### config.mk
export PLATFORM = sky130hd
export DESIGN_NAME = bullet_slot_arbiter
export DESIGN_NICKNAME = d
export VERILOG_FILES = /design/src/rtl/bullet_slot_arbiter.sv
export SDC_FILE = /design/constraint.sdc
export NUM_CORES = 1
export LEC_CHECK = 0
export ABC_CLOCK_PERIOD_IN_PS = 7200
export BUFFER_PORTS_ARGS = -buffer_cell sky130_fd_sc_hd__buf_2
export CORE_MARGIN = 5
export CORE_UTILIZATION = 60
export DETAILED_ROUTE_END_ITERATION = 8
export PLACE_DENSITY = 0.91
export SLEW_MARGIN = 10
export SYNTH_ARGS = -nofsm -noshare
export SYNTH_HDL_FRONTEND = slang
export SYNTH_SLANG_ARGS = --single-unit
### constraint.sdc
create_clock -name clk22 -period 7.2 [get_ports clk22]
set_clock_uncertainty 0.15 [all_clocks]
set_input_delay 0.72 -clock clk22 [delete_from_list [all_inputs] [get_ports clk22]]
set_output_delay 0.72 -clock clk22 [all_outputs]
set_load 0.03 [all_outputs]
### src/rtl/bullet_slot_arbiter.sv
// bullet_slot_arbiter
// Shares a pool of NSLOT bullet slots between NREQ bullet sources (enemies 1-4
// and the boss). One slot at most is handed out per game tick. The winner is
// chosen round-robin among sources whose cooldown has expired. The block
// records which source owns each busy slot. A slot is released when the bullet
// datapath pulses its free bit.

module bullet_slot_arbiter #(
  parameter int NREQ     = 5,
  parameter int NSLOT    = 8,
  parameter int COOLDOWN = 4
) (
  input  logic                 clk22,
  input  logic                 rst,
  input  logic                 gamestart,
  input  logic [NREQ-1:0]      req,
  input  logic [NSLOT-1:0]     free,
  output logic                 grant_valid,
  output logic [NREQ-1:0]      grant,
  output logic [2:0]           grant_slot,
  output logic [NSLOT-1:0]     slot_busy,
  output logic [3*NSLOT-1:0]   slot_owner,
  output logic                 full,
  output logic [7:0]           denied_cnt
);

  logic [NSLOT-1:0]       busy_q, busy_d;
  logic [3*NSLOT-1:0]     owner_q, owner_d;
  logic [NREQ-1:0][3:0]   cd_q, cd_d;
  logic [2:0]             rrPtr_q, rrPtr_d;
  logic                   gv_q, gv_d;
  logic [NREQ-1:0]        grant_q, grant_d;
  logic [2:0]             gslot_q, gslot_d;
  logic [7:0]             denied_q, denied_d;

  logic [NREQ-1:0]        eligible;
  logic [2*NREQ-1:0]      eligDup;
  logic [NREQ-1:0]        eligRot;
  logic [2:0]             rotOffset;
  logic [3:0]             winSum;
  logic                   winFound;
  logic [2:0]             winIdx;
  logic                   slotFound;
  logic [2:0]             slotIdx;

  // Eligibility: a source is asking and its cooldown has run out.
  always_comb begin
    eligible = '0;
    for (int r = 0; r < NREQ; r++) begin
      eligible[r] = req[r] && (cd_q[r] == 4'd0);
    end
  end

  // Round-robin search: rotate eligibility so rrPtr sits at bit 0, then take the lowest set bit.
  always_comb begin
    eligDup   = {eligible, eligible} >> rrPtr_q;
    eligRot   = eligDup[NREQ-1:0];
    rotOffset = '0;
    for (int j = NREQ - 1; j >= 0; j--) begin
      if (eligRot[j]) begin
        rotOffset = 3'(j);
      end
    end
    winFound = |eligRot;
    winSum   = {1'b0, rrPtr_q} + {1'b0, rotOffset};
    if (winSum >= 4'(NREQ)) begin
      winSum = winSum - 4'(NREQ);
    end
    winIdx = winSum[2:0];
  end

  // Lowest-index slot that was free at the start of the tick.
  always_comb begin
    slotIdx = '0;
    for (int k = NSLOT - 1; k >= 0; k--) begin
      if (!busy_q[k]) begin
        slotIdx = 3'(k);
      end
    end
    slotFound = ~&busy_q;
  end

  // Next-state logic: frees, grant, cooldown, denial counting and the game-idle clear.
  always_comb begin
    busy_d   = busy_q;
    owner_d  = owner_q;
    cd_d     = cd_q;
    rrPtr_d  = rrPtr_q;
    gv_d     = 1'b0;
    grant_d  = '0;
    gslot_d  = '0;
    denied_d = denied_q;

    if (!gamestart) begin
      busy_d  = '0;
      owner_d = '0;
      cd_d    = '0;
      rrPtr_d = '0;
    end else begin
      for (int r = 0; r < NREQ; r++) begin
        if (cd_q[r] != 4'd0) begin
          cd_d[r] = cd_q[r] - 4'd1;
        end
      end

      for (int k = 0; k < NSLOT; k++) begin
        if (free[k]) begin
          busy_d[k]          = 1'b0;
          owner_d[3*k +: 3]  = 3'd0;
        end
      end

      if (winFound && slotFound) begin
        for (int k = 0; k < NSLOT; k++) begin
          if (3'(k) == slotIdx) begin
            busy_d[k]         = 1'b1;
            owner_d[3*k +: 3] = winIdx;
          end
        end
        for (int r = 0; r < NREQ; r++) begin
          if (3'(r) == winIdx) begin
            cd_d[r]    = 4'(COOLDOWN);
            grant_d[r] = 1'b1;
          end
        end
        rrPtr_d = (winIdx == 3'(NREQ - 1)) ? 3'd0 : winIdx + 3'd1;
        gv_d    = 1'b1;
        gslot_d = slotIdx;
      end else if (winFound) begin
        if (denied_q != 8'hFF) begin
          denied_d = denied_q + 8'd1;
        end
      end
    end
  end

  // State register with synchronous reset.
  always_ff @(posedge clk22) begin
    if (rst) begin
      busy_q   <= '0;
      owner_q  <= '0;
      cd_q     <= '0;
      rrPtr_q  <= '0;
      gv_q     <= 1'b0;
      grant_q  <= '0;
      gslot_q  <= '0;
      denied_q <= '0;
    end else begin
      busy_q   <= busy_d;
      owner_q  <= owner_d;
      cd_q     <= cd_d;
      rrPtr_q  <= rrPtr_d;
      gv_q     <= gv_d;
      grant_q  <= grant_d;
      gslot_q  <= gslot_d;
      denied_q <= denied_d;
    end
  end

  assign grant_valid = gv_q;
  assign grant       = grant_q;
  assign grant_slot  = gslot_q;
  assign slot_busy   = busy_q;
  assign slot_owner  = owner_q;
  assign full        = &busy_q;
  assign denied_cnt  = denied_q;

endmodule
Word level (Yosys, flattened, before mapping)
Index checks and enable logic that the tools add are counted.
- eq/ne operators: 13
- mux-type cells: 66
- reduce and logical (&&, ||, !) cells: 24
- $add $sub $neg: 9
- shifts and indexed selects: 1
- bitwise logic cells: 2
- $lt $le $gt $ge: 1
- operators by type and width (cell ; count):
    $mux W3 ; 31
    $mux W4 ; 10
    $mux W24 ; 1
    $mux W1 ; 22
    $logic_not A4 Y1 ; 5
    $mux W20 ; 1
    $reduce_bool A4 Y1 ; 5
    $sub A4 B1 Y4 const B ; 5
    $eq A3 B3 Y1 const A ; 5
    $eq A2 B3 Y1 const A ; 4
    $shr A10 B3 Y5 ; 1
    $add A8 B1 Y8 const B ; 1
    $mux W8 ; 1
    $ne A8 B8 Y1 const B ; 1
    $reduce_and A8 Y1 ; 1
    $eq A1 B3 Y1 const A ; 2
    $logic_and A1 B1 Y1 ; 6
    $logic_not A3 Y1 ; 2
    $reduce_or A5 Y1 ; 1
    $add A3 B3 Y4 ; 1
    $ge A4 B3 Y1 const B ; 1
    $reduce_and A4 Y1 ; 1
    $add A3 B1 Y3 const B ; 1
    $eq A3 B3 Y1 const B ; 1
    5 further kinds ; 6
- output and inout bits: 50
- logic and storage cells: 128
- bits of input ports: 16
- flip-flop bits (word level): 72

Depth between registers and ports, before layout
Gate-level depths: netlist of the first run.
- depth after elaboration: 14
- mapped depth: 22
- depth with buffers taken out: 21

Least setup slack after synthesis of the first run
OpenSTA, ideal clock, no wires.
- path kind: in2reg
- start point: input port req[2]
- end point: register rrPtr_q[2]
- data required time: 6.963 ns
- arrival time: 4.445 ns
- slack: 2.518 ns
- buffers on the path: 1
- cell stages on the path: 18
- library setup time: 0.087 ns
- cell sequence: and4bb_2 > mux4_2 > or2_2 > o22ai_1 > ha_1 > fa_1 > inv_1 > ha_1 > nor2b_1 > o21ai_0 > a211o_1 > clkbuf_1 > xnor2_1 > ha_1 > ha_1 > nor2_1 > o2111ai_1 > o31ai_1
- longest elaborated chain between the ends: 12
- elaborated cells between the ends (all ways): 16
- those cells by class: add/sub (3); order compare (1); eq/ne (1); shift (1); mux (7); reduce/logical (3)
- ends and longest elaborated chain (item ; line ; RTL):
    start, declared ; 16 ; input logic [NREQ-1:0] req,
    $logic_and A1 B1 Y1 (*) ; 50 ; eligible[r] = req[r] && (cd_q[r] == 4'd0);
    $shr A10 B3 Y5 (*) ; 56 ; eligDup = {eligible, eligible} >> rrPtr_q;
    $mux W3 (5 in a row) ; 60 ; if (eligRot[j]) begin
    $add A3 B3 Y4 ; 65 ; winSum = {1'b0, rrPtr_q} + {1'b0, rotOffset};
    $ge A4 B3 Y1 / $sub A3 B3 Y3 (equally long branches) ; 66, 67 ;
    $mux W3 ; 66 ; if (winSum >= 4'(NREQ)) begin
    $add A3 B1 Y3 / $eq A3 B3 Y1 (equally long branches) ; 126 ; rrPtr_d = (winIdx == 3'(NREQ - 1)) ? 3'd0 : winIdx + 3'd1;
    $mux W3 ; 126 ;
    end signal, assigned ; 152 ; rrPtr_q <= rrPtr_d;
    end, declared ; 30 ; logic [2:0] rrPtr_q, rrPtr_d;
Mark *: on every way between the ends. The rest lies on a longest branch, timed or not.
A chain may end at the register's enable or synchronous reset.

Final worst setup path of the first run
- start point: register cd_q[8] in the netlist's numbering
- end point: register rrPtr_q[2]
- longest elaborated chain between the ends: 13
- elaborated cells between the ends (all ways): 17
- those cells by class: add/sub (3); order compare (1); eq/ne (1); shift (1); mux (7); reduce/logical (4)
- ends and longest elaborated chain (item ; line ; RTL):
    start, declared ; 29 ; logic [NREQ-1:0][3:0] cd_q, cd_d;
    start signal, assigned ; 142 ; cd_q <= '0;
    start signal, assigned ; 151 ; cd_q <= cd_d;
    $logic_not A4 Y1 (*) ; 50 ;
    $logic_and A1 B1 Y1 (*) ; 50 ;
    $shr A10 B3 Y5 (*) ; 56 ;
    $mux W3 (5 in a row) ; 60 ;
    $add A3 B3 Y4 ; 65 ;
    $ge A4 B3 Y1 / $sub A3 B3 Y3 (equally long branches) ; 66, 67 ;
    $mux W3 ; 66 ;
    $add A3 B1 Y3 / $eq A3 B3 Y1 (equally long branches) ; 126 ;
    $mux W3 ; 126 ;
Marked as above.

==> impl_metrics.toml, run 1 <==
[timing]
drv_slew = 0
worst_slew_pin_slew_ns = 0.627
final.min_clock_period_ns = 5.10
setup_viol_count_final = 0
relSlewSlack_pct = 57.6
rsz0062_at_grt = "no"
finalHoldViolations = 0
finalSetupTns_ns = 0
fin_crit_sh_pct = 70.9
fmax_mhz = 196

[pwr]
netSwitchingFraction_pct = 44.6
leakagePower_nw = 2.00
combinationalPowerShare_pct = 54.9
seq_power_share_pct = 28.7
internal-power_mw = 0.957
p_per_area_mw_per_mm2 = 391
irDropWorstVdd_v = 0.000293
p_sw_mw = 0.770
p_clk_share_pct = 16.4

[global_route]
grt_pass1_vias = 3250
gr-total-overflow = 0
antenna_found_initial = 0
grt_max_degree = 35
grt_use_total_pct = 21.8
grt_first_pass_wirelength_um = 14800

[synth]
seq_area_frac_synth_pct = 37.1
ys_ff_latch = 72
ys.flop_type = "dfxtp_1"
synth_top_family_by_area = "simple AND/OR/NAND/NOR gates"
synth_edf_count = 0
yosys.area_share.simple_pct = 27.6
synth_xor_area_share_pct = 1.80
syn_area_mm2 = 0.00389
synthTopCellsByCount = "dfxtp_1 (72), mux2i_1 (34), nor2_1 (33), nand2_1 (28), nand3b_1 (24)"
synth.most_common_cell = "dfxtp_1"
synth-async-reset-ratio_pct = 0
synthAdderAreaFrac_pct = 6.30
synth_top_area_cell = "dfxtp_1"
syn_area_per_cell_um2 = 9.00
synth_cells = 432
synthDistinctLibCells = 60
yosysTopAreaCellShare_pct = 37.1
synth_area_leaders = "dfxtp_1 (37%), mux2i_1 (8.7%), ha_1 (5.8%)"
syn_nets = 467
synth-compound-area-share_pct = 11.2
synthMuxAreaShare_pct = 11.6
yosysWarnings = 0

[die]
die_h_um = 90.5
initial_core_util_pct = 61.6
die_w_um = 90.5
dieArea_mm2 = 0.00819
core_area_mm2 = 0.00631
rows = 29
ios = 66

[route]
num_vias = 3369
drt_iter0_drc = 264
wl_um = 8970
viasPerCell = 5.88
antenna_left = 0
firstDrtPassIters = 4
drc = 0
wl_per_cell_um = 15.7

[setup_path]
r2r-end = "rrPtr_q[2]$_SDFFE_PP0P_"
cp.required_ns = 7.32
cp_cell_sequence = "inv_1 -> ha_1 -> and4bb_2 -> mux4_2 -> or2_2 -> o22ai_1 -> ha_1 -> fa_1 -> inv_1 -> ha_1 -> nor2b_1 -> o21ai_0 -> a211o_1 -> xnor2_1 -> ha_1 -> ha_1 -> nor2_1 -> o2111ai_1 -> o31ai_1"
critical_path.slowest_cell = "mux4_2"
timing.rr.start = "cd_q[8]$_SDFF_PP0_"
startpoint_type = "register"
cp.arrival_ns = 5.22
cpPeakStageDelay_ns = 0.54
path_delay_family = "adder cells"
critical_path.most_common_cell = "ha_1"
criticalPathCategory = "reg -> reg"
rr_worst_depth = 19
crit_buf_inv = 2
r2r_slack_ns = 2.10
endpoint_kind = "register"
worst-path-max-fanout = 5

[run]
maxCapViolCount = 0

[placement]
dpl.hpwl_um = 6620
io_buffers = 65
dp_cells = 557
place_congestion = 0.819

[clock_network]
cts_resized = 0
numClockSinks = 72
numCtsBuffers = 9
cts_max_path_buffers = 2
cts_root_buf = "clkbuf_8"
clk_latency_ns = 0.35
clk_pin_slew_ns = 0.08
cts_tree = "done"
post_cts_buffers = 0
htreeDepth = 3
cts_hold_buf = 0

[final_layout]
final_cells = 573
drive_above_1_share_pct = 21.8
areaGrowthSynthToFinish_pct = 13.4
nets = 526
diodes = 0

[min_path]
holdPathStages = 2
worstHoldEndpoint = "slot_owner[5]$_SDFF_PP0_"
hold_path.class = "reg -> reg"
hold_start = "slot_owner[5]$_SDFF_PP0_"

[status]
status = "finished clean"
per-stage QoR:
stage | power [mW] | utilization (%) | setup WS (ns) | area [um^2] | hold WS (ns)
floorplan | 1.23 | - | 2.52 | 3890 | 0.350
global placement | 1.38 | 67.1 | 2.30 | 4240 | 0.303
detailed placement | 1.43 | 67.1 | 2.04 | 4240 | 0.316
CTS | 1.72 | 69.9 | 2.14 | 4410 | 0.331
global route | 1.87 | 69.9 | 1.79 | 4410 | 0.347
finish | 1.73 | 69.9 | 2.10 | 4410 | 0.330
logic make-up (layout without fill, tap and decap cells):
family / count (synthesis) / in the layout
adders and majority gates: 19 / 19
AOI/OAI and AO/OA: 68 / 68
and+or+nand+nor: 181 / 181
buffers and inverters: 41 / 105
DFF: 72 / 72
xor gates and xnor gates: 8 / 8
muxes: 43 / 43
per-layer routing:
metal,vias to the layer above,global-route usage [%],share of wire [%]
met4,0,9.31,2.5
met3,19,5.00,6.4
met2,112,35.8,48
met5,-,0,0
met1,1582,27.3,43
li1,1656,-,-
worst max-delay path by stage:
stage,from,to,slack (ns),cells past startpoint
after detailed placement,req[2],rrPtr_q[2]$_SDFFE_PP0P_,2.04,18
after floorplan,req[2],rrPtr_q[2]$_SDFFE_PP0P_,2.52,18
after CTS,cd_q[8]$_SDFF_PP0_,rrPtr_q[2]$_SDFFE_PP0P_,2.14,19
after global placement,req[2],rrPtr_q[2]$_SDFFE_PP0P_,2.30,18
final,cd_q[8]$_SDFF_PP0_,rrPtr_q[2]$_SDFFE_PP0P_,2.10,19
after global routing,cd_q[8]$_SDFF_PP0_,cd_q[0]$_SDFF_PP0_,1.79,16
cell usage in the layout (no fill, tap or decap), drive strengths merged, types with 3 or more instances in the layout:
cell type / count
nand4: 9
nand3: 8
o21ai: 16
and2: 4
a211oi: 6
inv: 23
and3: 9
o21a: 4
and4bb: 4
nand4bb: 3
mux2: 8
xnor2: 6
or2: 3
clkinv: 4
a21oi: 21
dfxtp: 72
clkbuf: 9
a31oi: 4
nor2: 34
nor3: 14
mux2i: 34
or3: 7
ha: 18
nand3b: 24
nor2b: 9
nand2b: 16
nand2: 28
buf: 67
flip-flops by register name, summed over array words and instances, names as in the netlist:
name and cells:
cd_q 20, denied_cnt 8, grant 5, grant_slot 3
grant_valid 1, rrPtr_q 3, slot_busy 8, slot_owner 24
worst register-to-register path, cell delays in order (launching register included):
cell and delay, ns:
dfxtp_1 0.36, inv_1 0.07, ha_1 0.22, and4bb_2 0.28, mux4_2 0.54, or2_2 0.31
o22ai_1 0.13, ha_1 0.21, fa_1 0.48, inv_1 0.16, ha_1 0.25, nor2b_1 0.25
o21ai_0 0.11, a211o_1 0.40, xnor2_1 0.27, ha_1 0.26, ha_1 0.25, nor2_1 0.12
o2111ai_1 0.12, o31ai_1 0.09
layout make-up:
type                    count  area [um^2]
clock buffers               9          124
clock inverters             7         47.5
fillers                   475         1900
inverters                  22         82.6
multi-input cells         319         2280
flip-flops and latches     72         1440
well taps                  77         96.3
repair buffers             67          340
power groups by stage:
| stage | Sequential (mW) | Combinational, mW | Clock (mW) |
|---|---|---|---|
| 4_1_cts | 0.495 | 0.945 | 0.284 |
| 3_3_place_gp | 0.501 | 0.880 | 0 |
| 5_1_grt | 0.504 | 1.06 | 0.304 |
| 3_5_place_dp | 0.504 | 0.930 | 0 |
| 6_report | 0.496 | 0.947 | 0.284 |
| 2_1_floorplan | 0.520 | 0.714 | 0 |
Power figures use the tool's default switching activity.
==> run 2: changes to the inputs <==
--- a/config.mk
+++ b/config.mk
@@ -5,12 +5,12 @@
 export SDC_FILE = /design/constraint.sdc
 export NUM_CORES = 1
 export LEC_CHECK = 0
-export ABC_CLOCK_PERIOD_IN_PS = 7200
+export ABC_CLOCK_PERIOD_IN_PS = 4400
 export BUFFER_PORTS_ARGS = -buffer_cell sky130_fd_sc_hd__buf_2
 export CORE_MARGIN = 5
-export CORE_UTILIZATION = 60
+export CORE_UTILIZATION = 51
 export DETAILED_ROUTE_END_ITERATION = 8
-export PLACE_DENSITY = 0.91
+export PLACE_DENSITY = 0.83
 export SLEW_MARGIN = 10
 export SYNTH_ARGS = -nofsm -noshare
 export SYNTH_HDL_FRONTEND = slang
==> constraint.sdc (replaced) <==
create_clock -name clk22 -period 4.4 [get_ports clk22]
set_clock_uncertainty 0.15 [all_clocks]
set_input_delay 0.44 -clock clk22 [delete_from_list [all_inputs] [get_ports clk22]]
set_output_delay 0.44 -clock clk22 [all_outputs]
set_load 0.03 [all_outputs]
==> run 2 against run 1 <==
Against the previous run:
- the flow now finishes with violations (setup timing)
- total power increased by 110%
- sequential share of layout area fell by 3.3 points
- utilization shrank 2.6 points
- register-to-register slack worse by 2.2 ns
- critical path type unchanged
==> impl_metrics.toml, run 2 (synthesis gave the netlist of run 1 again) <==
[route]
num_vias = 3567
wl_per_cell_um = 15.8
firstDrtPassIters = 5
drt_iter0_drc = 128
antenna_left = 0
drc = 0
wl_um = 9910
viasPerCell = 5.70

[global_route]
antenna_found_initial = 0
grt_use_total_pct = 20.3
grt_max_degree = 25
grt_pass1_vias = 3480
gr-total-overflow = 0
grt_first_pass_wirelength_um = 16100

[status]
violations = "setup timing"
status = "finished, violations left"

[final_layout]
final_area_mm2 = 0.00493
largest_reg_flops = 24
layout_commonest_cell = "buf_2"
num-fill-cells = 556
nets = 557
drive_above_1_share_pct = 34.7
areaGrowthSynthToFinish_pct = 26.8
diodes = 0
final_cell_mix = "buf_2 (65), dfxtp_1 (64), buf_4 (33), nor2_1 (31), mux2i_1 (27)"

[placement]
place_congestion = 0.852
dpl.hpwl_um = 6840
io_buffers = 65
placed_cell_area_mm2 = 0.00446

[timing]
rsz0062_at_grt = "yes"
final.min_clock_period_ns = 4.47
fmax_mhz = 224
relSlewSlack_pct = 22.1
finalSetupTns_ns = -0.0740
fin_ws_ns = -0.0740
fin_crit_sh_pct = 102
drv_slew = 0
setup_viol_count_final = 1
finalHoldViolations = 0
worst_slew_pin_slew_ns = 1.16

[setup_path]
criticalPathCategory = "reg -> reg"
cp.required_ns = 4.50
startpoint_type = "register"
cp.arrival_ns = 4.58
worst-path-max-fanout = 3
endpoint_kind = "register"

[die]
initial_core_util_pct = 53.1
core_area_mm2 = 0.00733
die_h_um = 97.3
die_w_um = 97.3
dieArea_mm2 = 0.00947
ios = 66
rows = 31

[clock_network]
htreeDepth = 3
cts_hold_buf = 0
cts_root_buf = "clkbuf_8"
cts_tree = "done"
numClockSinks = 72
cts_max_path_buffers = 2
clk_pin_slew_ns = 0.08
numCtsBuffers = 9
clk_latency_ns = 0.35

[pwr]
irDropWorstVdd_v = 0.000356
leakagePower_nw = 2.20
p_per_area_mw_per_mm2 = 751
power_mw = 3.70

[min_path]
hold_path.class = "in -> reg"

[run]
maxCapViolCount = 0
## run 2: worst paths after layout
path	depth (start not counted)	start	to	slack, ns
hold / removal	2	free[0]	slot_busy[0]$_SDFF_PP0_	0.17
setup / recovery	19	cd_q[17]$_SDFF_PP0_	rrPtr_q[2]$_SDFFE_PP0P_	-0.07
setup reg to reg	19	cd_q[17]$_SDFF_PP0_	rrPtr_q[2]$_SDFFE_PP0P_	-0.07
hold reg to reg	2	slot_owner[3]$_SDFF_PP0_	slot_owner[3]$_SDFF_PP0_	0.32
## run 2: where the power goes
| part | leakage [nW] | total, mW | switching, mW | internal [mW] |
|---|---|---|---|---|
| combinational | 1.51 | 2.31 | 1.21 | 1.11 |
| sequential | 0.586 | 0.809 | 0.0675 | 0.742 |
| clock | 0.111 | 0.580 | 0.258 | 0.322 |
| total | 2.20 | 3.70 | 1.53 | 2.17 |
## run 2: cell type report
cell class | instances | area, um^2 | area share, %
clock inverters | 6 | 91.3 | 1.85
repair buffers | 98 | 573 | 11.6
flip-flops and latches | 72 | 1450 | 29.4
multi-input cells | 319 | 2480 | 50.3
clock buffers | 10 | 128 | 2.59
inverters | 22 | 82.6 | 1.67
well taps | 99 | 124 | 2.51
## run 2: layer usage
layer	share of wire (%)	vias up	track usage [%]
li1	-	1723	-
met1	44	1705	25.1
met2	48	119	34.2
met3	6.2	20	4.45
met4	2.2	0	8.31
met5	0	-	0
## run 2: what timing repair did
item                       CTS  global route
buffers inserted             7             4
pin swaps                   12            14
gates cloned                 0             0
setup endpoints to repair   14            46
gates resized for setup     19            26
## run 2: per-stage QoR
stage,instances,worst slack (ns),hold WS [ns],util (%)
2_1_floorplan,432,0.0110,0.350,-
3_3_place_gp,599,0.0192,0.301,60.9
3_5_place_dp,599,-0.179,0.305,60.9
4_1_cts,622,0.000939,0.158,65.2
5_1_grt,626,-0.198,0.166,67.3
6_report,626,-0.0740,0.168,67.3
## run 2: critical path, cell delays in order (launching register included)
cell and delay, ns:
dfxtp_2 0.34, inv_1 0.06, ha_2 0.18, and4bb_2 0.26, mux4_2 0.49, or2_4 0.25, o22ai_2 0.11, ha_2 0.22
fa_1 0.46, inv_2 0.12, ha_4 0.14, nor2b_4 0.16, o21ai_2 0.09, a211o_1 0.35, mux2i_2 0.23, ha_2 0.25
ha_4 0.21, nor2_4 0.10, o2111ai_2 0.12, o31ai_1 0.10
